### config.mk
export PLATFORM = sky130hd
export DESIGN_NAME = led_mode_engine
export DESIGN_NICKNAME = d
export VERILOG_FILES = /design/src/rtl/led_mode_pkg.sv /design/src/rtl/led_tick_gen.sv /design/src/rtl/led_mode_engine.sv
export SDC_FILE = /design/constraint.sdc
export NUM_CORES = 1
export LEC_CHECK = 0
export CORE_AREA = 2 2 88 90
export CTS_BUF_LIST = sky130_fd_sc_hd__clkbuf_4
export CTS_CLUSTER_SIZE = 20
export DETAILED_ROUTE_END_ITERATION = 8
export DIE_AREA = 0 0 90 92
export PLACE_DENSITY = 0.52
export RECOVER_POWER = 100
export SLEW_MARGIN = 20
export SYNTH_ARGS = -nofsm -noshare
export SYNTH_HDL_FRONTEND = slang
export SYNTH_SLANG_ARGS = --single-unit
export TNS_END_PERCENT = 20
### constraint.sdc
create_clock -name clk -period 3.4 [get_ports clk]
set_clock_uncertainty 0.15 [all_clocks]
set_input_delay 0.85 -clock clk [delete_from_list [all_inputs] [get_ports clk]]
set_output_delay 0.85 -clock clk [all_outputs]
set_load 0.05 [all_outputs]
### src/rtl/led_mode_pkg.sv
// Purpose: mode encoding and start patterns shared by the LED pattern engine.
// Latency: n/a (types and pure functions only).
// Backpressure: n/a.
package led_mode_pkg;

    typedef enum logic [1:0] {
        MODE_CHASE  = 2'd0,
        MODE_FILL   = 2'd1,
        MODE_BOUNCE = 2'd2,
        MODE_BLINK  = 2'd3
    } mode_t;

    // Returned 32 bits wide; callers size-cast down to their LED count.
    function automatic logic [31:0] start_pattern(input mode_t m);
        return (m == MODE_BLINK) ? 32'hFFFF_FFFF : 32'h0000_0001;
    endfunction

endpackage

### src/rtl/led_tick_gen.sv
// Purpose: prescaler emitting one step tick every DIV enabled clocks.
// Latency: tick is combinational from the count register (asserts during the DIV-th enabled clock).
// Backpressure: en=0 freezes the count; clr/reset force the count to 0 and suppress the tick.
module led_tick_gen #(
    parameter int DIV = 1
) (
    input  logic clk,
    input  logic reset,
    input  logic en,
    input  logic clr,
    output logic tick
);

    localparam int CW = (DIV > 1) ? $clog2(DIV) : 1;

    logic [CW-1:0] cnt;
    logic          last;

    assign last = (cnt == CW'(DIV - 1));
    assign tick = en & last & ~clr & ~reset;

    always_ff @(posedge clk) begin
        if (reset || clr) begin
            cnt <= '0;
        end else if (en) begin
            cnt <= last ? '0 : cnt + CW'(1);
        end
    end

endmodule

### src/rtl/led_mode_engine.sv
// Purpose: LED pattern generator (chase, fill, bounce, blink) with cycle-complete pulse.
// Latency: OUT and cycle_done update on the edge that takes a step; a mode change restarts next edge.
// Backpressure: en=0 holds pattern and prescaler; mode change and reset act regardless of en.
module led_mode_engine
    import led_mode_pkg::*;
#(
    parameter int WIDTH = 8,
    parameter int DIV   = 1
) (
    input  logic             clk,
    input  logic             reset,
    input  logic             en,
    input  logic [1:0]       mode,
    output logic [WIDTH-1:0] OUT,
    output logic             cycle_done
);

    localparam int KW = $clog2(WIDTH + 1);

    mode_t            mode_i;
    mode_t            mode_q;
    logic             chg;
    logic             load;
    logic             tick;
    logic             wrap;

    logic [WIDTH-1:0] chase_q;
    logic [KW-1:0]    fill_k;
    logic [KW-1:0]    fill_p;
    logic [WIDTH-1:0] fill_pat;
    logic [WIDTH-1:0] bnc_q;
    logic [WIDTH-1:0] bnc_nxt;
    logic             bnc_dir;
    logic             blink_q;
    logic             done_q;

    assign mode_i = mode_t'(mode);
    assign chg    = (mode_i != mode_q);
    assign load   = reset | chg;

    led_tick_gen #(.DIV(DIV)) u_tick (
        .clk   (clk),
        .reset (reset),
        .en    (en),
        .clr   (chg),
        .tick  (tick)
    );

    always_ff @(posedge clk) begin
        if (load) begin
            mode_q <= mode_i;
        end
    end

    always_ff @(posedge clk) begin
        if (load) begin
            chase_q <= WIDTH'(start_pattern(MODE_CHASE));
        end else if (tick && mode_q == MODE_CHASE) begin
            chase_q <= {chase_q[WIDTH-2:0], chase_q[WIDTH-1]};
        end
    end

    // Dot falls from bit0 toward the stack; landing grows the stack by one.
    always_ff @(posedge clk) begin
        if (load) begin
            fill_k <= '0;
            fill_p <= '0;
        end else if (tick && mode_q == MODE_FILL) begin
            if (fill_k == KW'(WIDTH)) begin
                fill_k <= '0;
                fill_p <= '0;
            end else if (fill_p == KW'(WIDTH - 1) - fill_k) begin
                fill_k <= fill_k + KW'(1);
                fill_p <= '0;
            end else begin
                fill_p <= fill_p + KW'(1);
            end
        end
    end

    always_comb begin
        fill_pat = '0;
        for (int i = 0; i < WIDTH; i++) begin
            if (i >= WIDTH - int'(fill_k)) fill_pat[i] = 1'b1;
            if (fill_k != KW'(WIDTH) && fill_p == KW'(i)) fill_pat[i] = 1'b1;
        end
    end

    // Direction flips on arrival at either end so the ends are not repeated.
    assign bnc_nxt = bnc_dir ? (bnc_q >> 1) : (bnc_q << 1);

    always_ff @(posedge clk) begin
        if (load) begin
            bnc_q   <= WIDTH'(start_pattern(MODE_BOUNCE));
            bnc_dir <= 1'b0;
        end else if (tick && mode_q == MODE_BOUNCE) begin
            bnc_q <= bnc_nxt;
            if (bnc_nxt[WIDTH-1]) begin
                bnc_dir <= 1'b1;
            end else if (bnc_nxt[0]) begin
                bnc_dir <= 1'b0;
            end
        end
    end

    always_ff @(posedge clk) begin
        if (load) begin
            blink_q <= 1'b0;
        end else if (tick && mode_q == MODE_BLINK) begin
            blink_q <= ~blink_q;
        end
    end

    always_comb begin
        wrap = 1'b0;
        case (mode_q)
            MODE_CHASE:  wrap = chase_q[WIDTH-1];
            MODE_FILL:   wrap = (fill_k == KW'(WIDTH));
            MODE_BOUNCE: wrap = bnc_dir & bnc_q[1];
            MODE_BLINK:  wrap = blink_q;
            default:     wrap = 1'b0;
        endcase
    end

    always_ff @(posedge clk) begin
        if (load) begin
            done_q <= 1'b0;
        end else begin
            done_q <= tick & wrap;
        end
    end

    assign cycle_done = done_q;

    always_comb begin
        OUT = '0;
        case (mode_q)
            MODE_CHASE:  OUT = chase_q;
            MODE_FILL:   OUT = fill_pat;
            MODE_BOUNCE: OUT = bnc_q;
            MODE_BLINK:  OUT = blink_q ? '0 : WIDTH'(start_pattern(MODE_BLINK));
            default:     OUT = '0;
        endcase
    end

endmodule

# == Word level (Yosys, flattened, before mapping) ==
# Cells that the tools add are included.
# op_classes
n_bitwise,10
reduce_logical,19
n_lt_le_gt_ge,8
n_addsub,5
muxes,27
n_eq_ne,14
# op_table
operator,n
8-bit one-hot mux with 4 select lines,1
"4-bit by 5-bit greater-or-equal comparator with 1-bit output, first input constant",4
1-bit 2-to-1 mux,19
"4-bit by 3-bit == test with 1-bit output, second input constant",4
4-bit 2-to-1 mux,4
8-bit 2-to-1 mux,2
1-bit logical AND,12
"3-bit by 5-bit greater-or-equal comparator with 1-bit output, first input constant",2
"4-bit by 1-bit adder with 4-bit output, second input constant",2
"4-bit by 2-bit == test with 1-bit output, second input constant",2
1-bit bitwise AND,5
"1-bit by 5-bit greater-or-equal comparator with 1-bit output, first input constant",1
"2-bit by 5-bit greater-or-equal comparator with 1-bit output, first input constant",1
"4-bit by 4-bit subtractor with 5-bit output, first input constant",1
"2-bit == test, second input constant",2
"4-bit by 1-bit == test with 1-bit output, second input constant",1
4-bit == test,1
"4-bit == test, second input constant",1
4-bit logical NOT,1
"4-bit != test, second input constant",1
1-bit NOT,4
1-bit one-hot mux with 4 select lines,1
2-bit AND reduction,2
2-bit nonzero test,2
7 further kinds,7
# totals
reg_bits,30
word_cells,92
input_bits,5

# == Depth between registers and ports, before layout ==
# logic_depth
ltp_word,6
mapped_depth,10

# == Hierarchy ==
# From an unflattened synthesis, not the netlist that was laid out.
# unflattened
hier_cells,220
hier_area_um2,1804.2
# modules_own_cells
module,cells_per_inst,instances,area_each_um2,seq_area_each_um2
led_mode_engine,219,1,1791.7,600.6
led_tick_gen,1,1,12.5,0.0

# == Worst setup path after synthesis ==
# No wires, ideal clock.
# synth_timing
path_kind,register -> output
start,register fill_k[0]
end,output port OUT[0]
required_time_ns,2.400
t_arrival_ns,2.894
path_slack_ns,-0.494
path_stages_with_launch,11
cell_sequence,dfxtp_1 -> clkbuf_8 -> inv_1 -> ha_1 -> buf_4 -> nand2b_1 -> o22a_1 -> nor2b_1 -> ha_1 -> xor2_1 -> a221oi_1
# synth_via
elab_chain_len,5
word_cells_on_any_way,7
classes_between,add/sub: 1; order compare: 1; eq/ne: 1; mux: 3; reduce/logical: 1
# synth_lines
item,line,source
"start, declared",led_mode_engine.sv:28,logic [KW-1:0] fill_k;
"start signal, assigned",led_mode_engine.sv:73,fill_k <= fill_k + KW'(1);
4-bit by 4-bit subtractor with 5-bit output,led_mode_engine.sv:84,if (i >= WIDTH - int'(fill_k)) fill_pat[i] = 1'b1;
1-bit by 5-bit greater-or-equal comparator with 1-bit output,led_mode_engine.sv:84,
1-bit 2-to-1 mux,led_mode_engine.sv:84,
1-bit 2-to-1 mux *,led_mode_engine.sv:85,if (fill_k != KW'(WIDTH) && fill_p == KW'(i)) fill_pat[i] = 1'b1;
8-bit one-hot mux with 4 select lines *,led_mode_engine.sv:137,case (mode_q)
"end, declared",led_mode_engine.sv:14,"output logic [WIDTH-1:0] OUT,"
# Mark *: on every way between the ends. The rest lies on a longest branch, timed or not.

# == Worst setup path in the final report ==
# layout_timing
start,register fill_k[1]
end,output port OUT[0]
# The elaborated chain is that of the path after synthesis.

==> flow_summary.toml <==
[cts]
cts_hold_buffers = 0
clk_path_buf_depth = 2
cts_sinks = 29
cts_root_buf = "clkbuf_4"
cts_inserted_buffers = 5
cts_tree = "yes"
cts_max_level = 2
path_clk_slew_ns = 0.10
clk_latency_ns = 0.33

[critical_path]
crit_type = "reg -> out"
path_max_fanout = 7
worst_setup_path_end_kind = "primary output"
critPathRequiredTime_ns = 2.40
crit_path_start_kind = "flip-flop"
cp.arrival_ns = 2.29

[synth]
ys_seq_elements = 29
syn_area_per_cell_um2 = 8.18
synth_edf_count = 2
async_reset_ff_share_pct = 0
synthCells = 229
synthTopCellsByArea = "dfxtp_1 (29%), nand2_1 (6.2%), ha_1 (6.0%)"
synth_nets = 243
ys_seq_area_share_pct = 32.1
ys.flop_type = "dfxtp_1"
yosys.area.top_type = "dfxtp_1"
ys_warn_count = 0
yosysUniqueCellTypes = 44
netlist_area_um2 = 1870
netlist.area_leader.share_pct = 28.9

[layout]
multiInputGateArea_um2 = 1180
fillers = 822
regArea_um2 = 608
fin_util_pct = 30.7
syn_to_final_growth_pct = 22.2
drive_above_1_share_pct = 16.9
fin_cells = 350
final_net_count = 261
diodes = 0
postLayoutCellArea_um2 = 2290

[pwr]
powerDensity_nw_per_um2 = 353
power_mw = 0.808
ir_worst_vdd_uv = 186
power_leakage_nw = 0.804

[timing]
hold_ws_ns = 0.328
setup_violations = 0
grt_setup_unrepaired = "yes"
fin_crit_sh_pct = 96.7
fmax_mhz = 304
hold_viol_final = 0
slew_headroom_pct = 40.7
tightest_slew_ns = 0.890
period_needed_ns = 3.29
maxSlewViolCount = 0

[global_routing]
antenna_found_initial = 0
grt_pass1_wl_mm = 7.59
grt_pass1_vias = 1555
grt_start_max_net_pins = 23
grt.overflow.total = 0
grt_usage_pct = 11.3

[placement]
port-buffer-count = 13
place_congestion = 0.848
dp.cells = 338
dpl.hpwl_mm = 3.24
placed_area_um2 = 2190

[drt]
wl_per_cell_um = 13.0
viasPerCell = 4.77
firstDrtPassIters = 4
drt_wl_total_mm = 4.53
drtIter0Drc = 118
drc = 0
vias = 1671
postRouteAntennaNets = 0

[floorplan]
initial_core_util_pct = 25.2
dieArea_um2 = 8280
fp.dieH_um = 92
fp.dieW_um = 90
core-area_um2 = 7450
io_pins = 14
row_count = 32

[hold_path]
min_path_type = "reg -> reg"

[status]
status = "completed"

[job]
maxCapViolCount = 0
-- critical path, cell delays in order (launching register included) --
cell and delay [ns]:
dfxtp_4 0.39, nor2_2 0.20, xor2_1 0.18, o22a_1 0.18
nor2b_1 0.06, ha_1 0.28, xor2_1 0.17, a221oi_2 0.28
clkbuf_16 0.22
-- cell usage after synthesis, drive strengths merged (2+ instances only) --
| library cell | n |
|---|---|
| a211oi | 8 |
| a21oi | 15 |
| a221oi | 2 |
| a31o | 2 |
| buf | 5 |
| clkbuf | 11 |
| dfxtp | 27 |
| edfxtp | 2 |
| ha | 9 |
| inv | 5 |
| mux2i | 6 |
| nand2 | 31 |
| nand2b | 4 |
| nand3 | 5 |
| nand3b | 4 |
| nand4 | 2 |
| nor2 | 25 |
| nor2b | 3 |
| nor3 | 7 |
| nor3b | 3 |
| o211ai | 7 |
| o21ai | 11 |
| o31ai | 3 |
| o32ai | 2 |
| or3 | 3 |
| xnor2 | 5 |
| xor2 | 11 |
-- worst paths after layout --
path	startpoint	endpoint	slack, ns	depth (start not counted)
max	fill_k[1]	OUT[0]	0.11	8
min	chase_q[0]	chase_q[1]	0.33	2
max reg2reg	mode_q[0]	fill_k[3]	0.70	6
min reg2reg	chase_q[0]	chase_q[1]	0.33	2
-- cell usage in the layout, fill, tap and decap left out, types with 4 or more instances in the layout --
cell type	count
buf_4	12
a21oi_1	15
nand3b_1	4
xor2_1	11
o21ai_0	9
xnor2_1	5
buf_12	4
nor2_1	24
dfxtp_1	25
a211oi_1	6
o211ai_1	7
dlygate4sd3_1	4
nor3_1	7
mux2i_1	6
clkbuf_4	6
ha_1	7
nand3_1	5
nand2_1	31
-- logic make-up (layout without fill, tap and decap cells) --
group / count (synthesis) / count (layout) / synth area share, %
simple gates: 91 / 91 / 24.3
mux: 6 / 6 / 3.21
flops: 29 / 29 / 32.1
compound gates: 57 / 57 / 20.6
xor+xnor: 16 / 16 / 7.48
buf+inv: 21 / 40 / 6.28
fa+ha+maj: 9 / 9 / 6.01
-- state kept, by name (all words and copies together), names as in the netlist --
name / flops
blink_q: 1
bnc_q: 8
mode_q: 2
fill_p: 4
fill_k: 4
cycle_done: 1
chase_q: 8
bnc_dir: 1
-- area by class of cell --
type	count	area share, %
Clock inverter	2	1.48
Inverter	5	1.04
Tap cell	102	5.57
Timing Repair Buffer	27	12.0
Clock buffer	6	1.97
Multi-Input combinational cell	179	51.4
Sequential cell	29	26.6
-- timing repair --
action | 4_1_cts | 5_1_grt
pin swaps | 0 | 3
buffers inserted | 0 | 4
gates resized for setup | 4 | 13
setup endpoints to repair | 4 | 4
-- power by group --
part / internal [mW] / switching (mW)
logic: 0.0634 / 0.103
registers: 0.347 / 0.00887
clock network: 0.161 / 0.125
-- per-layer routing --
metal,global-route usage (%),up-vias,share of wire [%]
met1,15.1,791,52
li1,-,847,-
met5,0,-,0
met2,17.3,22,43
met4,5.64,0,2.8
met3,2.55,11,2.4
-- per-stage QoR --
stage	setup TNS (ns)	worst slack [ns]
floorplan	-0.244	-0.0891
global placement	0	0.218
detailed placement	0	0.191
CTS	0	0.00105
global route	-0.00891	-0.00891
finish	0	0.111
Note: power is estimated with default switching activity, not from simulation.
